**src/rtl/icache_line_collector.sv**
```systemverilog
// rtl/icache_line_collector.sv - gathers four icache response beats into one line write, then acks
// Aborts on snoop hit, restart or timeout; all outputs registered.
module icache_line_collector #(
   parameter logic [5:0] CORENO  = 6'd1,
   parameter logic [2:0] CID     = 3'd0,
   parameter int         ADR_W   = 32,
   parameter int         IDX_HI  = 13,
   parameter logic [7:0] TIMEOUT = 8'd255
) (
   input  logic             clk,
   input  logic             rst,
   input  logic             start,
   input  logic [ADR_W-1:0] miss_adr,
   input  logic             resp_v,
   input  logic [5:0]       resp_core,
   input  logic [2:0]       resp_channel,
   input  logic [3:0]       resp_tranid,
   input  logic [127:0]     resp_dat,
   input  logic             resp_err,
   input  logic             snoop_v,
   input  logic [ADR_W-1:0] snoop_adr,
   input  logic [2:0]       snoop_cid,
   output logic             line_wr,
   output logic [ADR_W-1:0] line_adr,
   output logic [511:0]     line_dat,
   output logic             line_err,
   output logic             ack,
   output logic             busy,
   output logic             timeout
);

   typedef enum logic [1:0] {IDLE, COLLECT, WRITE, ACK} state_t;

   state_t     state;
   logic [3:0] mask;
   logic [7:0] timer;
   logic       err_acc;

   logic       accept;
   logic       snoop_hit;
   logic [3:0] beat_bit;
   logic [3:0] mask_nxt;
   logic       unused_bits;

   assign unused_bits = ^{miss_adr[5:0], snoop_adr[5:0], snoop_adr[ADR_W-1:IDX_HI+1]};

   always_comb begin
      accept    = (state == COLLECT) && resp_v && (resp_core == CORENO) &&
                  (resp_channel == CID) && (resp_tranid < 4'd4);
      beat_bit  = accept ? (4'b0001 << resp_tranid[1:0]) : 4'b0000;
      mask_nxt  = mask | beat_bit;
      snoop_hit = snoop_v && (snoop_adr[IDX_HI:6] == line_adr[IDX_HI:6]) &&
                  (snoop_cid != CID) && ((state == COLLECT) || (state == WRITE));
   end

   always_ff @(posedge clk) begin
      if (rst) begin
         state    <= IDLE;
         mask     <= 4'b0000;
         timer    <= 8'd0;
         err_acc  <= 1'b0;
         line_wr  <= 1'b0;
         line_adr <= '0;
         line_dat <= '0;
         line_err <= 1'b0;
         ack      <= 1'b0;
         busy     <= 1'b0;
         timeout  <= 1'b0;
      end else begin
         line_wr <= 1'b0;
         ack     <= 1'b0;
         timeout <= 1'b0;
         // Abort and restart outrank everything, so a beat in the same cycle is dropped.
         if (snoop_hit) begin
            state <= IDLE;
            mask  <= 4'b0000;
            busy  <= 1'b0;
         end else if (start) begin
            line_adr <= {miss_adr[ADR_W-1:6], 6'b000000};
            mask     <= 4'b0000;
            err_acc  <= 1'b0;
            timer    <= 8'd0;
            state    <= COLLECT;
            busy     <= 1'b1;
         end else begin
            case (state)
               COLLECT: begin
                  if (accept) begin
                     line_dat[{resp_tranid[1:0], 7'b0000000} +: 128] <= resp_dat;
                     err_acc <= err_acc | resp_err;
                  end
                  mask <= mask_nxt;
                  if (timer != TIMEOUT)
                     timer <= timer + 8'd1;
                  if (mask_nxt == 4'hF) begin
                     state    <= WRITE;
                     line_wr  <= 1'b1;
                     line_err <= err_acc | (accept & resp_err);
                  end else if (timer == TIMEOUT) begin
                     state   <= IDLE;
                     timeout <= 1'b1;
                     busy    <= 1'b0;
                  end
               end
               WRITE: begin
                  state <= ACK;
                  ack   <= 1'b1;
               end
               ACK: begin
                  state <= IDLE;
                  busy  <= 1'b0;
               end
               default: begin
               end
            endcase
         end
      end
   end

endmodule

```
**config.mk**
```make
export PLATFORM = sky130hd
export DESIGN_NAME = icache_line_collector
export DESIGN_NICKNAME = d
export VERILOG_FILES = /design/src/rtl/icache_line_collector.sv
export SDC_FILE = /design/constraint.sdc
export NUM_CORES = 1
export LEC_CHECK = 0
export CAP_MARGIN = 20
export CORE_AREA = 2 2 296 298
export CTS_CLUSTER_SIZE = 16
export DETAILED_ROUTE_END_ITERATION = 8
export DIE_AREA = 0 0 298 300
export GPL_ROUTABILITY_DRIVEN = 0
export HOLD_SLACK_MARGIN = 0.1
export SYNTH_ARGS = -nofsm -noshare
export SYNTH_HDL_FRONTEND = slang
export SYNTH_SLANG_ARGS = --single-unit
```
**constraint.sdc**
```tcl
create_clock -name clk -period 2.64 [get_ports clk]
set_input_delay 0.264 -clock clk [delete_from_list [all_inputs] [get_ports clk]]
set_output_delay 0.264 -clock clk [all_outputs]
set_load 0.1 [all_outputs]
```
==> results of run 1 <==
[sequential cells by signal, summed over array words and instances, names as in the netlist]
signal    count
line_dat    512
line_adr     26
timer         8
mask          4
state         2
ack           1
busy          1
err_acc       1
line_err      1
line_wr       1
timeout       1
[how the worst max path moves through the flow]
stage	start	endpoint	slack (ns)	cells after the start
CTS	state[1]	line_dat[486]	-0.05	12
finish	state[1]	line_dat[179]	-0.02	12
detailed placement	resp_channel[1]	line_dat[296]	-0.23	9
global route	state[1]	line_dat[159]	-0.09	12
global placement	resp_core[4]	line_dat[55]	-0.14	9
floorplan	line_adr[9]	line_dat[364]	0.1	9
[what timing repair did]
action,in CTS,in global routing
setup endpoints to repair,238,515
buffers inserted,5,10
cloned,4,14
hold buffers,0,0
hold endpoints to repair,0,0
gates resized for setup,17,54
pin swaps,4,72
[stage by stage]
stage                     utilization  instances  TNS (ns)
final                           0.370       4522    -0.156
after global routing            0.370       4522     -7.80
after CTS                       0.364       4493    -0.351
after detailed placement        0.335       4365    -58.64
after global placement          0.335       4365    -34.61
after floorplan                     -       2566         0
[layer usage]
layer  share of wire  wire [um]  vias up
li1                -          -    10200
met1            0.41      38300    10400
met2            0.48      45800      889
met3           0.073       6930      175
met4           0.036       3430        0
met5               0          0        -
[synth_stat cells, drive strengths merged]
cell     number
nor4b         6
or2b          1
dfxtp       558
ha           12
a311oi        1
and2          1
nor4          6
o21ai         4
nor3b         4
buf          90
xor2          8
a21oi       548
clkbuf      153
nand4         3
and3          1
nor2         22
nor3          6
or4           4
nand4b        5
nand3       517
nand2b        1
nand3b        3
xnor2         4
a41oi         4
o41ai         1
o22ai         1
a2111oi       1
a31o          1
conb          1
inv           9
or3           3
and4bb        1
nor2b         2
nand2       575
a31oi         4
[layout make-up]
cell class / count / area share
inverters: 9 / 0.00106
diodes: 5 / 0.000392
flip-flops and latches: 558 / 0.350
repair buffers: 920 / 0.259
clock inverters: 25 / 0.0123
well taps: 1155 / 0.0453
multi-input cells: 1756 / 0.272
clock buffers: 94 / 0.0592
[cell usage in the layout (no fill, tap or decap), types with 4 or more instances in the layout]
master           instances
nand3_2                 21
buf_12                  45
o21ai_0                  4
bufinv_16                7
buf_16                   5
clkbuf_16               76
nor4b_4                  4
clkbuf_8                11
nand4b_1                 5
a21oi_1                513
nor3_1                   5
buf_4                  659
nand3_1                496
dfxtp_1                548
nand2_1                574
conb_1                   6
a31oi_1                  4
clkdlybuf4s50_1        182
diode_2                  5
xor2_1                   8
nor2_1                  22
dfxtp_2                 10
a21oi_2                 35
buf_8                    5
ha_1                    11
inv_1                    8
clkbuf_1                16
clkinv_2                12
xnor2_1                  4
buf_6                   15
[power by group through the flow]
| stage | Combinational [mW] | Sequential, mW | Clock [mW] |
|---|---|---|---|
| 5_1_grt | 1.38 | 8.47 | 10.2 |
| 3_5_place_dp | 1.29 | 8.65 | 0 |
| 2_1_floorplan | 0.395 | 8.81 | 0 |
| 4_1_cts | 1.30 | 8.47 | 9.81 |
| 3_3_place_gp | 1.30 | 8.65 | 0 |
| 6_report | 1.32 | 8.47 | 9.58 |
[cells by family after synthesis]
family | after synthesis
AND/OR/NAND/NOR | 1161
flip-flops | 558
buffers and inverters | 252
adder cells (fa/ha/maj) | 12
XOR/XNOR | 12
other | 1
AO/OA/AOI/OAI | 565
[worst register-to-register path: cells and delay by family, from the launching register on]
family                   cells  cell delay [ns]
AND/OR/NAND/NOR              5             1.17
flip-flops                   1             0.33
adder cells (fa/ha/maj)      1             0.15
buffers and inverters        5             0.81
AO/OA/AOI/OAI                1             0.14
==> results.tsv, run 1 <==
stage	metric	value	unit
cells_and_area	finished layout cell area	31900	sq um
placement	pre-CTS setup slack	-0.226	ns
sta	Hold WS	0.169	ns
worst_setup_path	reg2reg path depth	12	
logic_synthesis	Synth Register Bits	558	
global_routing	GR Util met2	0.324	
logic_synthesis	Yosys top cell area share	0.531	
power_and_ir_drop	Sw Share	0.245	
worst_setup_path	reg2reg setup slack	-0.02	ns
power_and_ir_drop	Pleak	12.0	nW
cells_and_area	layout cell share with drive strength beyond 1	0.275	
cells_and_area	multi-input combinational cell area	8680	sq um
run	max-cap violations	0	
worst_setup_path	max incr delay on CP	0.47	ns
route	DR vias/cell	4.80	
clocking	clk_lat worst skew	0.61	ns
sta	Setup Viol. Count Final	10	
logic_synthesis	Synth area leader	dfxtp_1	
logic_synthesis	Synth Area in Adders	0.00713	
logic_synthesis	Post-Synth XOR/XNOR Area	0.00499	
route	routed wire length	94500	um
placement	PortBufs	726	
sta	period utilization	1.01	
global_routing	met1 Usage GRT	0.240	
logic_synthesis	cell count after synthesis	2561	
sta	slack of the critical path	-0.0245	ns
global_routing	GRT met3 Usage	0.0449	
power_and_ir_drop	VDD IR-drop max	0.000468	V
worst_setup_path	CP Max Fanout	13	
run_status	failing checks	setup timing	
worst_setup_path	Worst R2R Start	state[1]	
route	residual DRC count	0	
global_routing	first-pass GRT wire length	133000	um
placement	hpwl dp	64100	um
floorplanning	Rows	108	
route	post-route antenna net violation count	0	
logic_synthesis	sequential fraction of the synthesis area	0.531	
worst_hold_path	hold depth	2	
logic_synthesis	Simple-Gate Fraction of Synth Area	0.253	
sta	RSZ-0062 raised after global routing	yes	
floorplanning	initial core utilization	0.244	
global_routing	global route overflow	0	
clocking	CTS tree	built	
worst_setup_path	critical path's top delay family	simple AND/OR/NAND/NOR gates	
logic_synthesis	Yosys cell types	47	
cells_and_area	FF/Latch Area	11200	sq um
logic_synthesis	Synth area leaders	dfxtp_1, a21oi_1, nand3_1	
worst_setup_path	element type at the critical path start	flop	
floorplanning	Die Height	300	um
run_status	status	finished with violations	
global_routing	initial antenna violation count	7	
logic_synthesis	Post-Syn Area	21000	sq um
global_routing	gr usage total	0.194	
worst_setup_path	critical-path cell list	inv_2 > ha_4 > and4bb_1 > nand2_2 > or4_4 > buf_12 > nor4b_4 > buf_4 > buf_12 > clkbuf_16 > nand3_1 > a21oi_1	
floorplanning	Top-Level Pins	763	
power_and_ir_drop	Comb pwr share	0.068	
logic_synthesis	Post-Syn Area per Cell	8.22	sq um
power_and_ir_drop	Reg power frac	0.437	
clocking	Clock Sinks	558	
sta	clock skew	0.0267	ns
clocking	maximum root-to-sink buffer count	3	
logic_synthesis	synth warn	0	
cells_and_area	Layout fillers	8985	
route	via count	21700	
logic_synthesis	Compound-Gate Fraction of Synth Area	0.139	
worst_setup_path	Slowest cell on crit path	or4_4	
floorplanning	Die Wd	298	um
power_and_ir_drop	power density cells	607	nW/um^2
floorplanning	die area	89400	sq um
worst_hold_path	Hold WC Path Type	input pin to flop	
route	DRT iter0 DRCs	1615	
sta	Hold Violations, Final	0	
power_and_ir_drop	post-layout power	19.4	mW
sta	FMAX	375	MHz
worst_hold_path	Hold Path Origin	rst	
logic_synthesis	largest family of logic cells by synthesized area	simple AND/OR/NAND/NOR gates	
clocking	H-tree levels	3	
cells_and_area	Syn-to-layout area delta	51.6	%
worst_setup_path	CP required	3.16	ns
worst_setup_path	Reg2Reg Capture Point	line_dat[179]	
logic_synthesis	post-synthesis mux area share	0	
route	WL per Instance	20.9	um
worst_setup_path	crit end category	flop	
sta	Final Max Tran Viols	0	
sta	Slew @ Worst Pin	0.732	ns
power_and_ir_drop	Switch Pwr	4.75	mW
worst_setup_path	WP buf/inv	5	
worst_setup_path	WP data arrival	3.18	ns
cells_and_area	nets@finish	3537	
sta	Tmin final	2.66	ns
floorplanning	CORE AREA	86200	sq um
global_routing	vias in the first global route	20200	
route	1st-pass router iterations	8	
power_and_ir_drop	proportion of power drawn by the clock network	0.495	
sta	Rel. slew slack	0.512	
clocking	Clk pin slew, worst setup/hold paths	0.06	ns
clocking	clk root buf	clkbuf_16	
global_routing	largest net degree at the start of global routing	120	
clocking	total CTS buffers	66	
power_and_ir_drop	internal cell power	14.6	mW
worst_setup_path	Crit Path Category	flop to flop	
global_routing	GRT busiest layer	met2	
worst_setup_path	Worst path most repeated cell	buf_12	
worst_hold_path	hold path endpoint	line_dat[251]	
placement	post-placement cell area	28800	sq um
Note: power is estimated with default switching activity, not from simulation.
==> run 2: changes to the inputs <==
==> constraint.sdc (replaced) <==
create_clock -name clk -period 2.99 [get_ports clk]
set_input_delay 0.299 -clock clk [delete_from_list [all_inputs] [get_ports clk]]
set_output_delay 0.299 -clock clk [all_outputs]
set_load 0.1 [all_outputs]
==> run 2 against run 1 <==
  * The flow now finishes without violations
  * Register-to-register slack improved by 0.20 ns
  * Worst hold slack better by 0.018 ns
  * Critical path depth shrank 2
  * Sequential share of layout area up 1.1 points
  * Combinational power fell by 15%
  * Cell count fell by 1.8%
  * Die area unchanged
  * First-iteration DRC count fell by 8.5%
  * Critical path type unchanged
  * Critical endpoint is now line_dat[113]
==> results.tsv, run 2 (synthesis results as in run 1) <==
stage	metric	value	unit	change
route	via count	21200		-2.1%
worst_setup_path	CP required	3.52	ns	+0.36 ns
sta	FMAX	355	MHz	-5.4%
power_and_ir_drop	internal cell power	12.6	mW	-14%
global_routing	gr usage total	0.190		-0.00388
floorplanning	die area	89400	sq um	unchanged
worst_setup_path	WP buf/inv	3		-2
worst_setup_path	element type at the critical path start	flop		
floorplanning	CORE AREA	86200	sq um	unchanged
worst_setup_path	critical path's top delay family	simple AND/OR/NAND/NOR gates		
sta	RSZ-0062 raised after global routing	no		
worst_setup_path	Slowest cell on crit path	or4_4		
power_and_ir_drop	Pleak	11.3	nW	-6.0%
worst_setup_path	critical-path cell list	inv_1 > ha_1 > and4bb_1 > nand2_1 > or4_4 > nor4b_4 > buf_4 > buf_4 > nand3_1 > a21oi_1		
placement	pre-CTS setup slack	0.123	ns	+0.348 ns
route	routed wire length	89200	um	-5.7%
clocking	Clk pin slew, worst setup/hold paths	0.06	ns	about the same
global_routing	first-pass GRT wire length	132000	um	-1.0%
sta	Hold Violations, Final	0		unchanged
clocking	clk root buf	clkbuf_16		
sta	Rel. slew slack	0.334		-0.178
run	max-cap violations	0		unchanged
floorplanning	Top-Level Pins	763		unchanged
route	top layer in use	met4		
worst_setup_path	Crit Path Category	flop to flop		
power_and_ir_drop	Switch Pwr	4.21	mW	-11%
cells_and_area	layout cell share with drive strength beyond 1	0.224		-0.0511
sta	clock skew	0.0261	ns	-0.000542 ns
floorplanning	initial core utilization	0.244		unchanged
power_and_ir_drop	post-layout power	16.8	mW	-13%
cells_and_area	commonest non-fill, non-tap cell in the layout	nand2_1		
cells_and_area	max reg flops	512		unchanged
placement	hpwl dp	62000	um	-3.2%
floorplanning	Die Height	300	um	unchanged
clocking	clk_lat worst skew	0.63	ns	+0.02 ns
run_status	status	finished, final reports clean		
power_and_ir_drop	power density cells	544	nW/um^2	-10%
cells_and_area	biggest regs	line_dat (512), line_adr (26), timer (8)		
global_routing	largest net degree at the start of global routing	121		+0.83%
worst_setup_path	WP data arrival	3.35	ns	+0.17 ns
route	1st-pass router iterations	5		-3
cells_and_area	Layout fillers	9016		+0.35%
route	DR vias/cell	4.78		-0.27%
floorplanning	Die Wd	298	um	unchanged
sta	Setup Viol. Count Final	0		-10
clocking	Post-CTS Setup Inserts	0		-5
route	WL met1	36200	um	-5.6%
power_and_ir_drop	proportion of power drawn by the clock network	0.488		-0.007
worst_setup_path	crit end category	flop		
sta	Slew @ Worst Pin	0.996	ns	+0.264 ns
sta	period utilization	0.942		-0.0671
sta	setup_tns	0	ns	+0.156 ns
clocking	maximum root-to-sink buffer count	3		unchanged
worst_setup_path	CP Max Fanout	10		-3
route	residual DRC count	0		unchanged
global_routing	global route overflow	0		unchanged
route	routed wl met3	6370	um	-8.0%
power_and_ir_drop	Reg power frac	0.445		+0.008
power_and_ir_drop	VDD IR-drop max	0.000410	V	-12%
global_routing	initial antenna violation count	3		-4
clocking	CTS Hold Bufs	0		unchanged
placement	PortBufs	726		unchanged
cells_and_area	most frequent cells in the layout	nand2_1, dfxtp_1, buf_4		
route	DRT iter0 DRCs	1478		-8.5%
worst_hold_path	Hold WC Path Type	input pin to flop		
clocking	Clock Sinks	558		unchanged
cells_and_area	nets@finish	3461		-2.1%
power_and_ir_drop	Sw Share	0.251		+0.00550
cells_and_area	most flop-heavy register	line_dat		
clocking	H-tree levels	3		unchanged
clocking	CTS resizes	0		-17
route	WL per Instance	20.1	um	-3.9%
clocking	total CTS buffers	67		+1.5%
floorplanning	Rows	108		unchanged
worst_setup_path	Worst path most repeated cell	buf_4		
cells_and_area	Syn-to-layout area delta	46.8	%	
sta	Tmin final	2.82	ns	+0.153 ns
sta	slack of the critical path	0.173	ns	+0.197 ns
route	post-route antenna net violation count	0		unchanged
clocking	CTS tree	built		
worst_setup_path	max incr delay on CP	0.58	ns	+0.11 ns
sta	Final Max Tran Viols	0		unchanged
global_routing	vias in the first global route	20200		-0.21%
route	wire length on met2	43000	um	-6.3%
power_and_ir_drop	Comb pwr share	0.067		about the same
[run 2: changes by cell type in the layout (fill, tap and decap cells not counted), moves of 5 or more]
cell             before  now
clkbuf_16            76   68
buf_12               45   36
dfxtp_2              10    0
clkdlybuf4s50_1     182  261
buf_16                5    0
buf_6                15    0
bufinv_16             7    2
buf_4               659  544
a21oi_1             513  530
a21oi_2              35   18
clkbuf_1             16   11
dfxtp_1             548  558
[run 2: area by class of cell]
cell class                 instances  area [sq um]  share of cell area
tap                             1155          1450              0.0468
inverter                           9          33.8             0.00109
sequential                       558         11200               0.362
multi-input combinational       1756          8570               0.278
timing repair buffer             843          7450               0.241
antenna                            4          10.0            0.000324
clock buffer                      94          1950              0.0631
clock inverter                    21           262             0.00847
[run 2: power groups by stage]
stage          logic (mW)  clock network (mW)  registers (mW)
6_report             1.12                8.20            7.48
5_1_grt              1.18                8.71            7.47
4_1_cts              1.12                8.40            7.47
3_5_place_dp         1.11                   0            7.64
3_3_place_gp         1.12                   0            7.64
2_1_floorplan       0.349                   0            7.78
[run 2: through the flow]
| stage | util | cell area [sq um] | std cells | hold slack (ns) |
|---|---|---|---|---|
| 6_report | 0.358 | 30900 | 4440 | 0.187 |
| 2_1_floorplan | - | 21100 | 2566 | 0.435 |
| 3_5_place_dp | 0.332 | 28700 | 4320 | 0.442 |
| 5_1_grt | 0.358 | 30900 | 4438 | 0.191 |
| 3_3_place_gp | 0.332 | 28700 | 4320 | 0.438 |
| 4_1_cts | 0.358 | 30900 | 4435 | 0.163 |
[run 2: final timing paths]
check                                  start       endpoint  slack (ns)  cells after the start
worst max-delay path                state[1]  line_dat[113]        0.17                     10
worst min-delay path                     rst  line_dat[259]        0.19                      2
worst max register to register      state[1]  line_dat[113]        0.17                     10
worst min register to register  line_dat[65]   line_dat[65]        0.45                      2
[run 2: layer usage]
metal	vias up	global-route usage
li1	10100	-
met1	10100	0.234
met2	853	0.317
met3	188	0.0456
met4	0	0.0794
met5	-	0
